### src/rtl/auth_cmd_fsm.sv
// Rider-authorisation controller: consumes GO/STOP command bytes, tracks rider presence, drives pwr_up.
// Optional key-unlock gate on GO is enabled by defining AUTH_KEY_EN.
module auth_cmd_fsm #(
  parameter int                DATA_W     = 8,
  parameter logic [DATA_W-1:0] GO_CODE    = 8'h67,
  parameter logic [DATA_W-1:0] STOP_CODE  = 8'h73,
  parameter logic [DATA_W-1:0] KEY_CODE   = 8'h6B,
  parameter int                HB_TIMEOUT = 0
) (
  input  logic              clk,
  input  logic              rst,
  input  logic              rx_rdy,
  input  logic [DATA_W-1:0] rx_data,
  input  logic              rider_off,
  output logic              clr_rx_rdy,
  output logic              pwr_up,
  output logic              hb_tmo,
  output logic              cmd_err,
  output logic [1:0]        state
);

  typedef enum logic [1:0] {
    S_OFF  = 2'd0,
    S_PWR1 = 2'd1,
    S_PWR2 = 2'd2
  } state_t;

  localparam bit HB_EN = (HB_TIMEOUT > 0);
  localparam int CNT_W = HB_EN ? $clog2(HB_TIMEOUT + 1) : 1;
  localparam logic [CNT_W-1:0] HB_LAST = HB_EN ? CNT_W'(HB_TIMEOUT - 1) : '0;

`ifdef AUTH_KEY_EN
  localparam bit KEY_ACCEPT = 1'b1;
`else
  localparam bit KEY_ACCEPT = 1'b0;
`endif

  state_t           r_state;
  logic [CNT_W-1:0] r_hb_cnt;
  logic             r_clr;
  logic             r_tmo;
  logic             r_err;

  logic w_take;
  logic w_go;
  logic w_stop;
  logic w_key_byte;
  logic w_bad;
  logic w_expire;
  logic w_key_ok;
  logic w_go_ok;
  logic w_enter_off;

  // A byte is only taken while no acknowledge is outstanding, so each byte is consumed once.
  assign w_take     = rx_rdy & ~r_clr;
  assign w_go       = w_take & (rx_data == GO_CODE);
  assign w_stop     = w_take & (rx_data == STOP_CODE);
  assign w_key_byte = (rx_data == KEY_CODE);
  assign w_bad      = w_take & ~w_go & ~w_stop & ~(KEY_ACCEPT & w_key_byte);
  assign w_expire   = HB_EN && (r_state == S_PWR1) && (r_hb_cnt == HB_LAST);
  assign w_go_ok    = w_go & w_key_ok;

  assign w_enter_off = ((r_state == S_PWR1) && !w_go && (w_stop || w_expire) && rider_off) ||
                       ((r_state == S_PWR2) && rider_off);

`ifdef AUTH_KEY_EN
  logic r_key_armed;

  always_ff @(posedge clk or posedge rst) begin
    if (rst) begin
      r_key_armed <= 1'b0;
    end else if (w_enter_off) begin
      r_key_armed <= 1'b0;
    end else if (w_take) begin
      r_key_armed <= w_key_byte;
    end
  end

  assign w_key_ok = r_key_armed;
`else
  assign w_key_ok = 1'b1;
`endif

  // NOTE: sequential state uses non-blocking assignments so every flop samples pre-edge values.
  always_ff @(posedge clk or posedge rst) begin
    if (rst) begin
      r_state  <= S_OFF;
      r_hb_cnt <= '0;
      r_clr    <= 1'b0;
      r_tmo    <= 1'b0;
      r_err    <= 1'b0;
    end else begin
      r_clr <= w_take;
      r_tmo <= 1'b0;
      r_err <= w_bad;
      unique case (r_state)
        S_OFF: begin
          if (w_go_ok) begin
            r_state  <= S_PWR1;
            r_hb_cnt <= '0;
          end else if (w_go) begin
            r_err <= 1'b1;
          end
        end
        S_PWR1: begin
          if (w_go) begin
            r_hb_cnt <= '0;
          end else if (w_stop || w_expire) begin
            // An expiry is an implicit STOP; a real STOP on the same edge suppresses the pulse.
            r_state  <= rider_off ? S_OFF : S_PWR2;
            r_hb_cnt <= '0;
            r_tmo    <= w_expire & ~w_stop;
          end else if (HB_EN) begin
            r_hb_cnt <= r_hb_cnt + CNT_W'(1);
          end
        end
        S_PWR2: begin
          if (rider_off) begin
            r_state <= S_OFF;
          end else if (w_go_ok) begin
            r_state  <= S_PWR1;
            r_hb_cnt <= '0;
          end else if (w_go) begin
            r_err <= 1'b1;
          end
        end
        default: begin
          r_state  <= S_OFF;
          r_hb_cnt <= '0;
        end
      endcase
    end
  end

  assign clr_rx_rdy = r_clr;
  assign hb_tmo     = r_tmo;
  assign cmd_err    = r_err;
  assign state      = r_state;
  assign pwr_up     = (r_state != S_OFF);

endmodule
### config.mk
export PLATFORM = sky130hd
export DESIGN_NAME = auth_cmd_fsm
export DESIGN_NICKNAME = d
export VERILOG_FILES = /design/src/rtl/auth_cmd_fsm.sv
export SDC_FILE = /design/constraint.sdc
export NUM_CORES = 1
export LEC_CHECK = 0
export CELL_PAD_IN_SITES_DETAIL_PLACEMENT = 0
export CELL_PAD_IN_SITES_GLOBAL_PLACEMENT = 1
export CORE_AREA = 2 2 39 41
export CTS_BUF_LIST = sky130_fd_sc_hd__clkbuf_4 sky130_fd_sc_hd__clkbuf_8 sky130_fd_sc_hd__clkbuf_16
export CTS_CLUSTER_SIZE = 8
export DETAILED_ROUTE_END_ITERATION = 16
export DIE_AREA = 0 0 41 43
export GPL_ROUTABILITY_DRIVEN = 0
export HOLD_SLACK_MARGIN = 0.02
export PLACE_DENSITY_LB_ADDON = 0.2
export SKIP_CTS_REPAIR_TIMING = 1
export SYNTH_ARGS = -nofsm -noshare
export SYNTH_HDL_FRONTEND = slang
export SYNTH_SLANG_ARGS = --single-unit
### constraint.sdc
create_clock -name clk -period 1.09 [get_ports clk]
set_input_delay 0.1635 -clock clk [delete_from_list [all_inputs] [get_ports clk]]
set_output_delay 0.1635 -clock clk [all_outputs]
set_load 0.005 [all_outputs]
==> impl_metrics.env <==
export IMPL_hold_viol_final=0
export IMPL_slew_viol_final=0
export IMPL_synth_nets=35
export IMPL_grt_max_degree=5
export IMPL_layout_nets=59
export IMPL_fin_crit_sh_pct=108
export IMPL_grt_overflow_total=0
export IMPL_netlist_instances=23
export IMPL_drv_cap=0
export IMPL_path_class="reg -> reg"
export IMPL_rows=14
export IMPL_worst_path_max_delay_cell="dfrtp_1"
export IMPL_fill_cells=143
export IMPL_wl_per_cell_um=11.2
export IMPL_htreeDepth=1
export IMPL_die_x_um=41
export IMPL_worstSetupStartpointType="flop"
export IMPL_synthesis_area_um2=284
export IMPL_r2r_end="state[1]$_DFFE_PP0P_"
export IMPL_synth_top_area_share_pct=35.2
export IMPL_vdd_ir_drop_max_v=0.000217
export IMPL_drt_total_wl_um=685
export IMPL_final_min_clock_period_ns=1.18
export IMPL_r2r_cells=3
export IMPL_r2r_start="clr_rx_rdy$_DFF_PP0_"
export IMPL_synthToLayoutAreaGrowth_pct=90.7
export IMPL_cts_root_buf="clkbuf_4"
export IMPL_grt_pass1_vias=272
export IMPL_initial_core_util_pct=20.5
export IMPL_ff2ff_setup_slack_ns=-0.09
export IMPL_cts_buffers=3
export IMPL_firstDrtPassIters=3
export IMPL_cts_sinks=4
export IMPL_die_area_mm2=0.00176
export IMPL_max_stage_delay_ns=0.39
export IMPL_drt_drc_violations_left=0
export IMPL_pin_count=18
export IMPL_violations="negative setup slack"
export IMPL_cts_path_max_buffers=2
export IMPL_dp_hpwl_um=532
export IMPL_clk_pin_slew_ns=0.03
export IMPL_routed_via_density=4.18
export IMPL_final_area_um2=542
export IMPL_p_leak_nw=0.309
export IMPL_dpl_cell_area_um2=487
export IMPL_final_cells=61
export IMPL_seq_area_frac_synth_pct=35.2
export IMPL_synth_area_leader_cell="dfrtp_1"
export IMPL_critPathRequiredTime_ns=1.20
export IMPL_yosysUniqueCellTypes=17
export IMPL_io_buffer_count=16
export IMPL_dp_cells=58
export IMPL_setup_viol=3
export IMPL_critPathMaxFanout=3
export IMPL_postSynthAreaPerCell_um2=12.3
export IMPL_gr_usage_all_layers_pct=8.95
export IMPL_fp_dieH_um=43
export IMPL_timing_final_ws_setup_ns=-0.0895
export IMPL_fin_skew_ns=0.0000882
export IMPL_synth_area_top_cells="dfrtp_1, nand4bb_4, nand4b_4"
export IMPL_grt_pass1_wl_um=993
export IMPL_path_buf_inv=0
export IMPL_hold_path_class="in -> async"
export IMPL_antenna_found_initial=0
export IMPL_outcome="finished, violations left"
export IMPL_drive_gt1_share_pct=28.9
export IMPL_ant_nets=0
export IMPL_yosysWarnings=0
export IMPL_ys_ff_latch=4
export IMPL_vias=255
export IMPL_fmax_mhz=848
export IMPL_insertedDiodeCount=0
export IMPL_cts_tree="built"
export IMPL_endpoint_kind="flop"
export IMPL_crit_arrival_ns=1.29
export IMPL_rsz0062_at_grt="true"
export IMPL_crit_family="simple AND/OR/NAND/NOR gates"
export IMPL_core_region_area_mm2=0.00138
export IMPL_clkLatencyLatePin_ns=0.23
export IMPL_holdWs_ns=0.121
export IMPL_drt_iter0_drc=2
export IMPL_power_density_mw_per_mm2=859
export IMPL_cp_cell_sequence="nand4bb_4 -> nor4b_4 -> o2bb2ai_1"
## stage by stage
step,setup slack [ns],utilization [%],TNS [ns],power (mW)
after floorplan,0.0609,-,0,0.205
after global placement,-0.256,35.2,-0.855,0.291
after detailed placement,-0.273,35.2,-0.952,0.293
after CTS,-0.406,36.8,-1.30,0.479
after global routing,-0.148,39.2,-0.367,0.494
final,-0.0895,39.2,-0.205,0.465
## worst register-to-register path, stage by stage, from the launching register on
cell and delay, ns:
dfrtp_1 0.39, nand4bb_4 0.28, nor4b_4 0.29, o2bb2ai_1 0.10
## layer usage
metal	global-route usage, %	part of all wire, %	up-vias	routed length [um]
met5	0	0	-	0
met4	12.0	0	0	0
met3	0.524	9.3	0	64
met2	13.4	55	12	378
met1	8.74	35	119	242
li1	-	-	124	-
## synthesized netlist by cell type, drive strengths merged
cell	instances
a21oi	1
buf	1
conb	1
dfrtp	4
inv	3
nand2b	1
nand4b	1
nand4bb	1
nor2	1
nor2b	1
nor4	1
nor4b	1
o2bb2ai	2
o41a	1
or2	1
or3b	1
xnor2	1
## cells by family after synthesis
| group | count (synthesis) | share of synthesized area [%] |
|---|---|---|
| compound gates | 4 | 11.9 |
| xor+xnor | 1 | 3.08 |
| buf+inv | 4 | 6.61 |
| flops | 4 | 35.2 |
| other cells | 1 | 1.32 |
| simple gates | 9 | 41.9 |
## flip-flops by register name, summed over array words and instances, names as in the netlist
name        count
clr_rx_rdy      1
cmd_err         1
state           2
## how the worst max path moves through the flow
stage	startpoint	endpoint	cells past startpoint
CTS	state[0]$_DFFE_PP0P_	pwr_up	2
global route	clr_rx_rdy$_DFF_PP0_	state[1]$_DFFE_PP0P_	3
global placement	rx_data[1]	cmd_err$_DFF_PP0_	3
floorplan	clr_rx_rdy$_DFF_PP0_	state[0]$_DFFE_PP0P_	3
detailed placement	rx_data[1]	cmd_err$_DFF_PP0_	3
finish	clr_rx_rdy$_DFF_PP0_	state[1]$_DFFE_PP0P_	3
## layout by cell type (no fill, tap or decap)
master           instances
a21oi_1                  1
buf_4                    3
buf_6                    1
clkbuf_2                 1
clkbuf_4                 3
clkdlybuf4s50_1          6
conb_1                   1
dfrtp_1                  4
dlymetal6s2s_1           9
inv_1                    3
nand2b_1                 1
nand4b_4                 1
nand4bb_4                1
nor2_1                   1
nor2b_1                  1
nor4_4                   1
nor4b_4                  1
o2bb2ai_1                2
o41a_1                   1
or2_4                    1
or3b_1                   1
xnor2_1                  1
## power breakdown
group	switching (mW)	internal, mW
Sequential	0.00437	0.158
Combinational	0.0458	0.0788
Clock	0.0555	0.123
Total	0.106	0.360
## layout make-up
cell class	count	area [um2]	share of cell area, %
timing repair buffer	20	211	39.0
multi-input combinational	15	176	32.6
tap	16	20.0	3.70
inverter	3	11.3	2.08
clock buffer	3	22.5	4.16
sequential	4	100	18.5
Power figures use the tool's default switching activity.
